==> src/rtl/n64_vmode_seq_pkg.sv <==
// Shared video-mode sequencer definitions: state encodings, parameter defaults
// and the reset value of the locked video info.
package n64_vmode_seq_pkg;

    typedef enum logic [1:0] {
        ST_NOVIDEO = 2'd0,
        ST_QUAL    = 2'd1,
        ST_LOCKED  = 2'd2,
        ST_CHANGE  = 2'd3
    } vmode_state_t;

    localparam int SETTLE_FRAMES_DEF   = 4;
    localparam int DEBOUNCE_FRAMES_DEF = 2;
    localparam int RST_HOLD_CYCLES_DEF = 16;

    localparam logic [3:0] VINFO_LOCK_RST = 4'b0101;

endpackage

==> src/rtl/n64_vsync_frame_cnt.sv <==
// Saturating frame counter: advances on a qualified vsync event, sync clear wins.
module n64_vsync_frame_cnt #(
    parameter int W   = 3,
    parameter int MAX = 4
) (
    input  logic         VCLK,
    input  logic         nRST,
    input  logic         clr,
    input  logic         evt,
    input  logic         inc,
    output logic [W-1:0] cnt
);
    localparam logic [W-1:0] CNT_MAX = W'(MAX);

    always_ff @(posedge VCLK or negedge nRST) begin
        if (!nRST)
            cnt <= '0;
        else if (clr)
            cnt <= '0;
        else if (evt && inc && (cnt != CNT_MAX))
            cnt <= cnt + 1'b1;
    end

endmodule

==> src/rtl/n64_vmode_seq.sv <==
// Video-mode lock sequencer: qualifies a stable mode over several vsyncs,
// debounces mode changes and holds the pixel pipeline in reset across them.
module n64_vmode_seq
    import n64_vmode_seq_pkg::*;
#(
    parameter int SETTLE_FRAMES   = SETTLE_FRAMES_DEF,
    parameter int DEBOUNCE_FRAMES = DEBOUNCE_FRAMES_DEF,
    parameter int RST_HOLD_CYCLES = RST_HOLD_CYCLES_DEF
) (
    input  logic       VCLK,
    input  logic       nRST,
    input  logic       nVDSYNC,
    input  logic [3:0] Sync_pre,
    input  logic [3:0] Sync_cur,
    input  logic [3:0] vinfo_i,
    input  logic       force_resync,
    output logic       nRST_pp,
    output logic [3:0] vinfo_lock_o,
    output logic       vmode_chg_o,
    output logic [1:0] state_o
);
    localparam logic [2:0] SETTLE_LAST = 3'(SETTLE_FRAMES - 1);
    localparam logic [1:0] DEB_LAST    = 2'(DEBOUNCE_FRAMES - 1);
    localparam logic [7:0] HOLD_LAST   = 8'(RST_HOLD_CYCLES - 1);

    vmode_state_t state, state_nxt;
    logic [2:0]   cand_mode, cand_nxt;
    logic [7:0]   hold_cnt, hold_nxt;
    logic [2:0]   settle_cnt;
    logic [1:0]   deb_cnt;
    logic         vsync_evt, vid, cand_match, lock_match;
    logic         settle_clr, deb_clr;
    logic         unused_sync;

    assign vsync_evt   = ~nVDSYNC & Sync_pre[3] & ~Sync_cur[3];
    assign vid         = vinfo_i[3];
    assign cand_match  = (vinfo_i[2:0] == cand_mode);
    assign lock_match  = (vinfo_i[2:0] == vinfo_lock_o[2:0]);
    assign unused_sync = ^{Sync_pre[2:0], Sync_cur[2:0]};
    assign state_o     = state;

    // A mismatching vsync restarts qualification rather than counting
    assign settle_clr = (state != ST_QUAL) | ~vid | force_resync | (vsync_evt & ~cand_match);
    assign deb_clr    = (state != ST_LOCKED) | ~vid | force_resync | (vsync_evt & lock_match);

    n64_vsync_frame_cnt #(.W(3), .MAX(SETTLE_FRAMES)) u_settle (
        .VCLK (VCLK),
        .nRST (nRST),
        .clr  (settle_clr),
        .evt  (vsync_evt),
        .inc  (cand_match),
        .cnt  (settle_cnt)
    );

    n64_vsync_frame_cnt #(.W(2), .MAX(DEBOUNCE_FRAMES)) u_debounce (
        .VCLK (VCLK),
        .nRST (nRST),
        .clr  (deb_clr),
        .evt  (vsync_evt),
        .inc  (~lock_match),
        .cnt  (deb_cnt)
    );

    always_comb begin
        state_nxt = state;
        cand_nxt  = cand_mode;
        hold_nxt  = 8'd0;
        if (!vid) begin
            state_nxt = ST_NOVIDEO;
        end else begin
            case (state)
                ST_NOVIDEO: begin
                    if (!force_resync) begin
                        state_nxt = ST_QUAL;
                        cand_nxt  = vinfo_i[2:0];
                    end
                end
                ST_QUAL: begin
                    if (force_resync)
                        state_nxt = ST_QUAL;
                    else if (vsync_evt && !cand_match)
                        cand_nxt = vinfo_i[2:0];
                    else if (vsync_evt && settle_cnt == SETTLE_LAST)
                        state_nxt = ST_LOCKED;
                end
                ST_LOCKED: begin
                    if (force_resync || (vsync_evt && !lock_match && deb_cnt == DEB_LAST))
                        state_nxt = ST_CHANGE;
                end
                ST_CHANGE: begin
                    if (force_resync) begin
                        hold_nxt = 8'd0;
                    end else if (hold_cnt == HOLD_LAST) begin
                        state_nxt = ST_QUAL;
                        cand_nxt  = vinfo_i[2:0];
                    end else begin
                        hold_nxt = hold_cnt + 8'd1;
                    end
                end
                default: state_nxt = ST_NOVIDEO;
            endcase
        end
    end

    always_ff @(posedge VCLK or negedge nRST) begin
        if (!nRST) begin
            state        <= ST_NOVIDEO;
            cand_mode    <= 3'd0;
            hold_cnt     <= 8'd0;
            nRST_pp      <= 1'b0;
            vinfo_lock_o <= VINFO_LOCK_RST;
            vmode_chg_o  <= 1'b0;
        end else begin
            state       <= state_nxt;
            cand_mode   <= cand_nxt;
            hold_cnt    <= hold_nxt;
            // Pipeline leaves reset only once LOCKED has been held a full cycle
            nRST_pp     <= (state == ST_LOCKED) && (state_nxt == ST_LOCKED);
            vmode_chg_o <= (state != ST_LOCKED) && (state_nxt == ST_LOCKED);
            if (!vid)
                vinfo_lock_o[3] <= 1'b0;
            else if (state != ST_LOCKED && state_nxt == ST_LOCKED)
                vinfo_lock_o <= {1'b1, cand_mode};
        end
    end

endmodule

==> config.mk <==
export PLATFORM = sky130hd
export DESIGN_NAME = n64_vmode_seq
export DESIGN_NICKNAME = d
export VERILOG_FILES = /design/src/rtl/n64_vmode_seq_pkg.sv /design/src/rtl/n64_vsync_frame_cnt.sv /design/src/rtl/n64_vmode_seq.sv
export SDC_FILE = /design/constraint.sdc
export NUM_CORES = 1
export LEC_CHECK = 0
export CORE_MARGIN = 1.5
export CORE_UTILIZATION = 46
export DETAILED_ROUTE_END_ITERATION = 12
export PLACE_DENSITY = 0.73
export SYNTH_ARGS = -nofsm -noshare
export SYNTH_HDL_FRONTEND = slang
export SYNTH_SLANG_ARGS = --single-unit
export TNS_END_PERCENT = 1
==> constraint.sdc <==
create_clock -name VCLK -period 1.7 [get_ports VCLK]
set_input_delay 0.17 -clock VCLK [delete_from_list [all_inputs] [get_ports VCLK]]
set_output_delay 0.17 -clock VCLK [all_outputs]
set_load 0.1 [all_outputs]
==> results of run 1 <==
-- Yosys cell counts, drive strengths merged, types with 2 or more instances --
master / n / share of area (%)
dfrtp: 22 / 43
and3: 3 / 1.5
xor2: 5 / 3.4
and2: 2 / 1.1
nor3: 3 / 1.2
o21ai: 3 / 1.2
nor3b: 2 / 1.2
nand3b: 2 / 1.2
inv: 7 / 2.1
nand2b: 2 / 0.98
nor2: 11 / 3.2
a31oi: 2 / 0.98
xnor2: 7 / 4.8
nand3: 8 / 3.1
nor4: 2 / 2.2
o21a: 2 / 1.2
a21oi: 3 / 1.2
mux2: 6 / 6.2
dfstp: 2 / 4.1
ha: 6 / 5.9
nand2: 9 / 2.6
-- state kept, by name (all words and copies together), names as in the netlist --
name / count
vmode_chg_o: 1
cand_mode: 3
u_debounce.cnt: 2
u_settle.cnt: 3
state_o: 2
nRST_pp: 1
hold_cnt: 8
vinfo_lock_o: 4
-- report_power, final --
part | internal (mW) | leakage [nW] | switching (mW) | total [mW]
Combinational | 0.116 | 0.461 | 0.102 | 0.218
Clock | 0.238 | 0.0279 | 0.183 | 0.422
Sequential | 0.588 | 0.317 | 0.0198 | 0.608
-- layer usage --
metal | up-vias | wire length (um)
met5 | - | 0
met4 | 0 | 42
met3 | 5 | 93
met2 | 19 | 1380
met1 | 511 | 1350
li1 | 524 | -
-- final cells by class --
class / instances / area [um2]
inverters: 7 / 26.3
clock buffers: 3 / 22.5
multi-input cells: 88 / 672
well taps: 30 / 37.5
repair buffers: 48 / 448
clock inverters: 1 / 30.0
fillers: 182 / 701
flip-flops and latches: 24 / 608
-- per-stage QoR --
step / std cells / cell area [um2] / setup slack [ps] / utilization [%]
after global placement: 190 / 1700 / -376 / 66.8
after detailed placement: 190 / 1700 / -410 / 66.8
after CTS: 194 / 1760 / -2.44 / 69.2
final: 201 / 1840 / 14.7 / 72.5
after floorplan: 121 / 1290 / -50.6 / -
after global routing: 201 / 1840 / -29.2 / 72.5
-- worst paths after layout --
path | cells after the start | from | endpoint | slack, ps
max | 6 | nVDSYNC | vinfo_lock_o[1] | 10
min | 2 | nRST | u_debounce.cnt[1] | 180
max reg2reg | 5 | cand_mode[0] | cand_mode[2] | 40
min reg2reg | 1 | vinfo_lock_o[3] | vinfo_lock_o[3] | 540
max in group asynchronous | 2 | nRST | vinfo_lock_o[2] | 1230
min in group VCLK | 4 | Sync_pre[3] | nRST_pp | 450
-- repair_timing --
| action | 4_1_cts | 5_1_grt |
|---|---|---|
| gates resized for setup | 5 | 6 |
| setup endpoints to repair | 6 | 8 |
| buffers inserted | 0 | 7 |
| pin swaps | 3 | 5 |
-- critical path, delay by kind of cell --
| kind | cells | cell delay [ps] |
|---|---|---|
| buf+inv | 2 | 580 |
| mux | 1 | 310 |
| simple gates | 3 | 860 |
-- logic make-up (layout without fill, tap and decap cells) --
logic type / after synthesis / in the layout / share of synthesized area, %
simple gates: 47 / 47 / 20.2
mux: 6 / 6 / 6.18
buf+inv: 9 / 59 / 3.24
xor+xnor: 12 / 12 / 8.24
compound gates: 17 / 17 / 8.93
flops: 24 / 24 / 47.3
fa+ha+maj: 6 / 6 / 5.89
==> impl_results.md, run 1 <==
* Total power at 1.25 mW
* Post-Syn Instances at 121
* Worst-margin pin slew at 403 ps
* Slowest cell on crit path: clkdlybuf4s50_1
* Total Routing Usage GR at 20.4%
* Synth Warn # at 0
* Power Density at 676 nW/um2
* Fmax at 593 MHz
* PortBufs at 17
* Syn avg cell area at 10.5 um2
* Core area at 2540 um2
* CTS Buffer Depth at 2
* Clock slew seen by the registers of the worst setup and hold paths at 140 ps
* M3 GR Usage at 3.49%
* Routed WL at 2870 um
* DRT iter0 DRCs at 18
* Most common cell after layout, fill and taps aside: buf_4
* Class of the worst hold path: input port to async pin
* Final slew viol count at 0
* Die area at 3100 um2
* LEAKAGE at 0.806 nW
* Crit-path max FO at 4
* Antenna diodes at 0
* DR DRC count at 0
* DR pass1 iterations at 4
* Most used DFF post-synth: dfrtp_1
* Critical path's largest stage delay at 430 ps
* Max-cap violation count at 0
* Max VDD drop at 0.542 mV
* CTS Root Cell: clkbuf_4
* EDFF count, synth at 0
* Setup violations, final at 0
* Largest net degree at the start of global routing at 25
* Most frequent cells in the layout: 34 x buf_4, 20 x dfrtp_1, 11 x nor2_1
* Slew headroom at 73.1%
* RSZ-0062 raised after global routing: yes
* WS Path Type: input port to register
* Crit path cell chain: clkdlybuf4s50_1, or3b_4, buf_4, nor4_4, and3_4, mux2_4
* CP arrival at 1910 ps
* Vias/cell at 5.27
* CP endpoint kind: register
* Share of layout cells above drive strength 1 at 37.4%
* First-pass GRT wire length at 4930 um
* Die Y at 55.6 um
* Grt met1 use at 28.2%
* Dpl hpwl at 2100 um
* Worst Setup Start Kind: input port
* Distinct cells, synth at 36
* CTS tree: done
* Routability-driven placement congestion ratio at 0.765
* Clk sinks at 24
* Row count at 18
* Chip width at 55.6 um
* Initial antenna violation count at 0
* Fin. Hold Viols at 0
* I/O pins at 24
* Count of state elements after synthesis at 24
* Number of global-route vias before repair at 1067
* Setup TNS at 0 ps
* Syn Nets at 143
* GRT busiest layer: met2
* Starting density of the core at 50.1%
* DRT antenna net count at 0
* Synthesized area at 1270 um2
* Tmin final at 1690 ps
* GR Overflow Total at 0
* Met2 Track Usage GR at 31.0%
* Nets at 194
* Via Count at 1059
* Period Utilization, post-route at 99.1%
* CP Data Required Time at 1920 ps
* Layout area overhead at 44.7%
* Seq/Total Area, Yosys at 47.3%
* H-tree depth at 1
* Hold slack at 178 ps
* Clk Latency, worst-skew pair at 320 ps
* Wirelength per Cell at 14.3 um
* Outcome: complete, no violations
* Num CTS Buffers at 3
* # hold bufs at CTS at 0
* Async set-or-reset flop fraction in the synthesized netlist at 100%
* Setup Skew at 4.80 ps
Note: power is estimated with default switching activity, not from simulation.
==> run 2: changes to the inputs <==
--- a/config.mk
+++ b/config.mk
@@ -8,6 +8,7 @@
 export CORE_MARGIN = 1.5
 export CORE_UTILIZATION = 46
 export DETAILED_ROUTE_END_ITERATION = 12
+export MAX_ROUTING_LAYER = met4
 export PLACE_DENSITY = 0.73
 export SYNTH_ARGS = -nofsm -noshare
 export SYNTH_HDL_FRONTEND = slang
==> impl_results.md, run 2 (synthesized netlist as in run 1, its figures left out) <==
* Layout area overhead at 44.7%
* Setup crit start: nVDSYNC
* WS Path Type: input port to register
* CP Data Required Time at 1920 ps
* Fmax at 597 MHz
* Number of global-route vias before repair at 1066
* Chip width at 55.6 um
* Wirelength per Cell at 14.2 um
* Top cell family by delay on the critical path: simple AND/OR/NAND/NOR gates
* I/O pins at 24
* Largest net degree at the start of global routing at 25
* Worst-margin pin slew at 399 ps
* Slowest cell on crit path: clkdlybuf4s50_1
* CP arrival at 1900 ps
* Cell Area, Placed at 1700 um2
* Tmin final at 1680 ps
* Setup violations, final at 0
* M1 WL at 1320 um
* Largest regs: hold_cnt x8, vinfo_lock_o x4
* Final slew viol count at 0
* Via Count at 1074
* Setup ws final at 24.3 ps
* Max VDD drop at 0.542 mV
* Vias/cell at 5.34
* Antenna diodes at 0
* Clk sinks at 24
* Buf+Inv Stages, Crit Path at 2
* Num CTS Buffers at 3
* Routability-driven placement congestion ratio at 0.776
* FF-to-FF Start: cand_mode[0]
* Nets at 194
* Die Y at 55.6 um
* Power Density at 675 nW/um2
* CTS Root Cell: clkbuf_4
* Flip-flop count of the largest register after layout at 8
* RSZ-0062 raised after global routing: yes
* Period Utilization, post-route at 98.6%
* PortBufs at 17
* CTS tree: done
* Setup Skew at 3.83 ps
* Highest metal used: met4
* DR DRC count at 0
* DR pass1 iterations at 4
* Fin area at 1840 um2
* Dpl hpwl at 2100 um
* Worst Setup Start Kind: input port
* Slew headroom at 73.3%
* Crit-path max FO at 4
* First-pass GRT wire length at 4930 um
* Outcome: complete, no violations
* GR Overflow Total at 0
* Core area at 2540 um2
* CP endpoint kind: register
* Clk Latency, worst-skew pair at 320 ps
* Biggest register: hold_cnt
* Met2 WL at 1400 um
* Class of the worst hold path: input port to async pin
* DRT iter0 DRCs at 24
* LEAKAGE at 0.806 nW
* Share of layout cells above drive strength 1 at 37.4%
* Fin. Hold Viols at 0
* Initial antenna violation count at 0
* H-tree depth at 1
* Most common cell after layout, fill and taps aside: buf_4
* Clock slew seen by the registers of the worst setup and hold paths at 140 ps
* Critical path's largest stage delay at 430 ps
* CTS Buffer Depth at 2
* Total Routing Usage GR at 20.9%
* Dpl ws at -410 ps
* Total power at 1.24 mW
* Starting density of the core at 50.1%
* Die area at 3100 um2
* Most frequent cells in the layout: 34 x buf_4, 20 x dfrtp_1, 11 x nor2_1
* Row count at 18
* Routed WL at 2860 um
* Max-cap violation count at 0
* Crit path cell chain: clkdlybuf4s50_1, or3b_4, buf_4, nor4_4, and3_4, mux2_4
* WL met3 at 99 um
* DRT antenna net count at 0
[run 2: cell counts in the layout (fill, tap and decap cells not counted)]
No cell type changed its count.
[run 2: metal layers]
layer  vias up  track usage, %
met2        23            31.0
met3         5            3.26
met1       522            28.4
li1        524               -
met5         -               -
met4         0            9.76
[run 2: power by group]
group / switching [mW] / internal, mW
combinational: 0.102 / 0.116
sequential: 0.0202 / 0.588
clock: 0.181 / 0.238
total: 0.303 / 0.942
[run 2: timing repair]
action                                  in CTS  in global routing
endpoints found under the setup margin       6                  8
resized for setup                            5                  6
endpoints found under the hold margin        0                  0
pin swaps                                    3                  5
buffers inserted                             0                  7
hold buffers                                 0                  0
[run 2: layout make-up]
type	count	area, um2
Fill cell	182	701
Multi-Input combinational cell	88	672
Sequential cell	24	608
Timing Repair Buffer	48	448
Tap cell	30	37.5
Clock inverter	1	30.0
Inverter	7	26.3
Clock buffer	3	22.5
[run 2: final timing paths]
| path | endpoint | slack (ps) | cells past startpoint |
|---|---|---|---|
| min | u_debounce.cnt[1] | 180 | 2 |
| min reg2reg | vinfo_lock_o[3] | 540 | 1 |
| max | vinfo_lock_o[1] | 20 | 6 |
| max reg2reg | cand_mode[2] | 40 | 5 |
| max in group asynchronous | vinfo_lock_o[0] | 1230 | 2 |
| min in group VCLK | nRST_pp | 450 | 4 |
[run 2: per-stage QoR]
| stage | util (%) | std cells | hold WS (ps) | TNS [ps] |
|---|---|---|---|---|
| global route | 72.5 | 201 | 203 | -50.8 |
| global placement | 66.8 | 190 | 447 | -3100 |
| floorplan | - | 121 | -126 | -152 |
| detailed placement | 66.8 | 190 | 453 | -3480 |
| finish | 72.5 | 201 | 181 | 0 |
| CTS | 69.2 | 194 | 189 | -2.44 |
[run 2: worst reg2reg max path, stage by stage (launching register included)]
cell and delay (ps):
dfrtp_1 440, xor2_1 360, o311ai_1 150, o211ai_1 120, buf_4 160, mux2_2 330
==> run 3: changes to the inputs <==
--- a/config.mk
+++ b/config.mk
@@ -9,7 +9,7 @@
 export CORE_UTILIZATION = 46
 export DETAILED_ROUTE_END_ITERATION = 12
 export MAX_ROUTING_LAYER = met4
-export PLACE_DENSITY = 0.73
+export PLACE_DENSITY = 0.84
 export SYNTH_ARGS = -nofsm -noshare
 export SYNTH_HDL_FRONTEND = slang
 export SYNTH_SLANG_ARGS = --single-unit
==> impl_results.md, run 3 (synthesized netlist as in run 1, its figures left out) <==
* M1 WL at 1140 um
* Vias/cell at 5.47
* DRT antenna net count at 0
* Max VDD drop at 0.508 mV
* Die area at 3100 um2
* Antenna diodes at 0
* WL met3 at 71 um
* Fin area at 1740 um2
* PortBufs at 17
* Chip width at 55.6 um
* Most common cell after layout, fill and taps aside: buf_4
* CP arrival at 1890 ps
* Worst Setup Start Kind: register
* Clock slew seen by the registers of the worst setup and hold paths at 140 ps
* Max-cap violation count at 0
* Worst Reg-to-Reg Cells at 5
* Slew headroom at 80.0%
* Worst-margin pin slew at 295 ps
* Dpl hpwl at 2160 um
* CTS Root Cell: clkbuf_4
* Hold slack at 179 ps
* Total Routing Usage GR at 21.2%
* Largest regs: hold_cnt x8, vinfo_lock_o x4
* FF-to-FF Start: cand_mode[0]
* GR Overflow Total at 0
* WS Path Type: register to register
* Dpl cells at 183
* Slowest cell on crit path: dfrtp_1
* Crit path cell chain: xor2_2, o311ai_1, o211ai_1, buf_4, mux2_2
* Row count at 18
* Clk sinks at 24
* Sequential cell area at 608 um2
* Fillers at 196
* Final slew viol count at 0
* Cell Area, Placed at 1650 um2
* CP endpoint kind: register
* Fmax at 602 MHz
* Tmin final at 1660 ps
* Number of global-route vias before repair at 1128
* Setup Skew at 5.39 ps
* Layout Cells excl Fill at 188
* # hold bufs at CTS at 0
* I/O pins at 24
* CTS tree: done
* Most frequent cells in the layout: 21 x buf_4, 20 x dfrtp_1, 11 x nor2_1
* Clk Latency, worst-skew pair at 330 ps
* Layout area overhead at 36.5%
* Class of the worst hold path: input port to async pin
* Setup violations, final at 0
* LEAKAGE at 0.758 nW
* Reg-to-reg endpoint: cand_mode[1]
* Flip-flop count of the largest register after layout at 8
* Core area at 2540 um2
* DRT iter0 DRCs at 14
* Initial antenna violation count at 0
* Wirelength per Cell at 15.4 um
* Routed WL at 2890 um
* Highest metal used: met4
* H-tree depth at 1
* CP Data Required Time at 1930 ps
* Largest net degree at the start of global routing at 25
* Die Y at 55.6 um
* Nets at 181
* Share of layout cells above drive strength 1 at 30.4%
* CTS Buffer Depth at 2
* Routability-driven placement congestion ratio at 0.869
* Crit-path max FO at 4
* Biggest register: hold_cnt
* First-pass GRT wire length at 4980 um
* Num CTS Buffers at 3
* Via Count at 1028
* Met2 WL at 1600 um
* Period Utilization, post-route at 97.7%
* Power Density at 689 nW/um2
* Fin. Hold Viols at 0
* Critical path's largest stage delay at 440 ps
* Outcome: complete, no violations
* R2R setup slack at 40 ps
* RSZ-0062 raised after global routing: yes
* DR DRC count at 0
* Starting density of the core at 50.1%
* DR pass1 iterations at 4
* Multi-input combinational cell area at 661 um2
## run 3: layout make-up
| class | instances | area share (%) |
|---|---|---|
| Timing Repair Buffer | 35 | 20.4 |
| Clock buffer | 3 | 1.29 |
| Inverter | 7 | 1.51 |
| Sequential cell | 24 | 34.9 |
| Tap cell | 30 | 2.16 |
| Clock inverter | 1 | 1.73 |
| Multi-Input combinational cell | 88 | 38.0 |
## run 3: how the worst max path moves through the flow
stage / cells after the start / slack, ps / from / to
after floorplan: 5 / -50 / state_o[1] / cand_mode[0]
after global placement: 5 / -380 / Sync_pre[3] / vinfo_lock_o[1]
after detailed placement: 5 / -430 / Sync_pre[3] / vinfo_lock_o[1]
after CTS: 5 / 10 / Sync_pre[3] / u_settle.cnt[0]
after global routing: 6 / -30 / hold_cnt[0] / cand_mode[0]
final: 5 / 40 / cand_mode[0] / cand_mode[1]
## run 3: power by group
group	internal (mW)	leakage (nW)	switching, mW
clock network	0.239	0.0279	0.182
registers	0.588	0.317	0.0200
logic	0.0808	0.413	0.0892
## run 3: timing repair
| item | CTS | global route |
|---|---|---|
| setup endpoints to repair | 6 | 8 |
| setup buffers | 1 | 0 |
| gates resized for setup | 3 | 5 |
| pin swaps | 1 | 2 |
## run 3: worst max-delay path, delay by kind of cell, from the launching register on
family | cells | cell delay [ps]
AOI/OAI and AO/OA | 2 | 490
DFF | 1 | 440
muxes | 1 | 260
xor gates and xnor gates | 1 | 190
buffers and inverters | 1 | 180
## run 3: per-stage QoR
| stage | total power, mW | worst slack [ps] | TNS, ps | util [%] |
|---|---|---|---|---|
| CTS | 1.20 | 13.9 | 0 | 67.6 |
| global route | 1.24 | -31.4 | -80.9 | 68.4 |
| detailed placement | 0.780 | -426 | -3620 | 64.7 |
| global placement | 0.772 | -384 | -3030 | 64.7 |
| finish | 1.20 | 39.7 | 0 | 68.4 |
| floorplan | 0.694 | -50.6 | -152 | - |
## run 3: per-layer routing
layer | track usage (%) | up-vias
met2 | 39.1 | 21
met4 | 8.71 | 0
met5 | - | -
met1 | 22.9 | 505
li1 | - | 495
met3 | 2.33 | 7
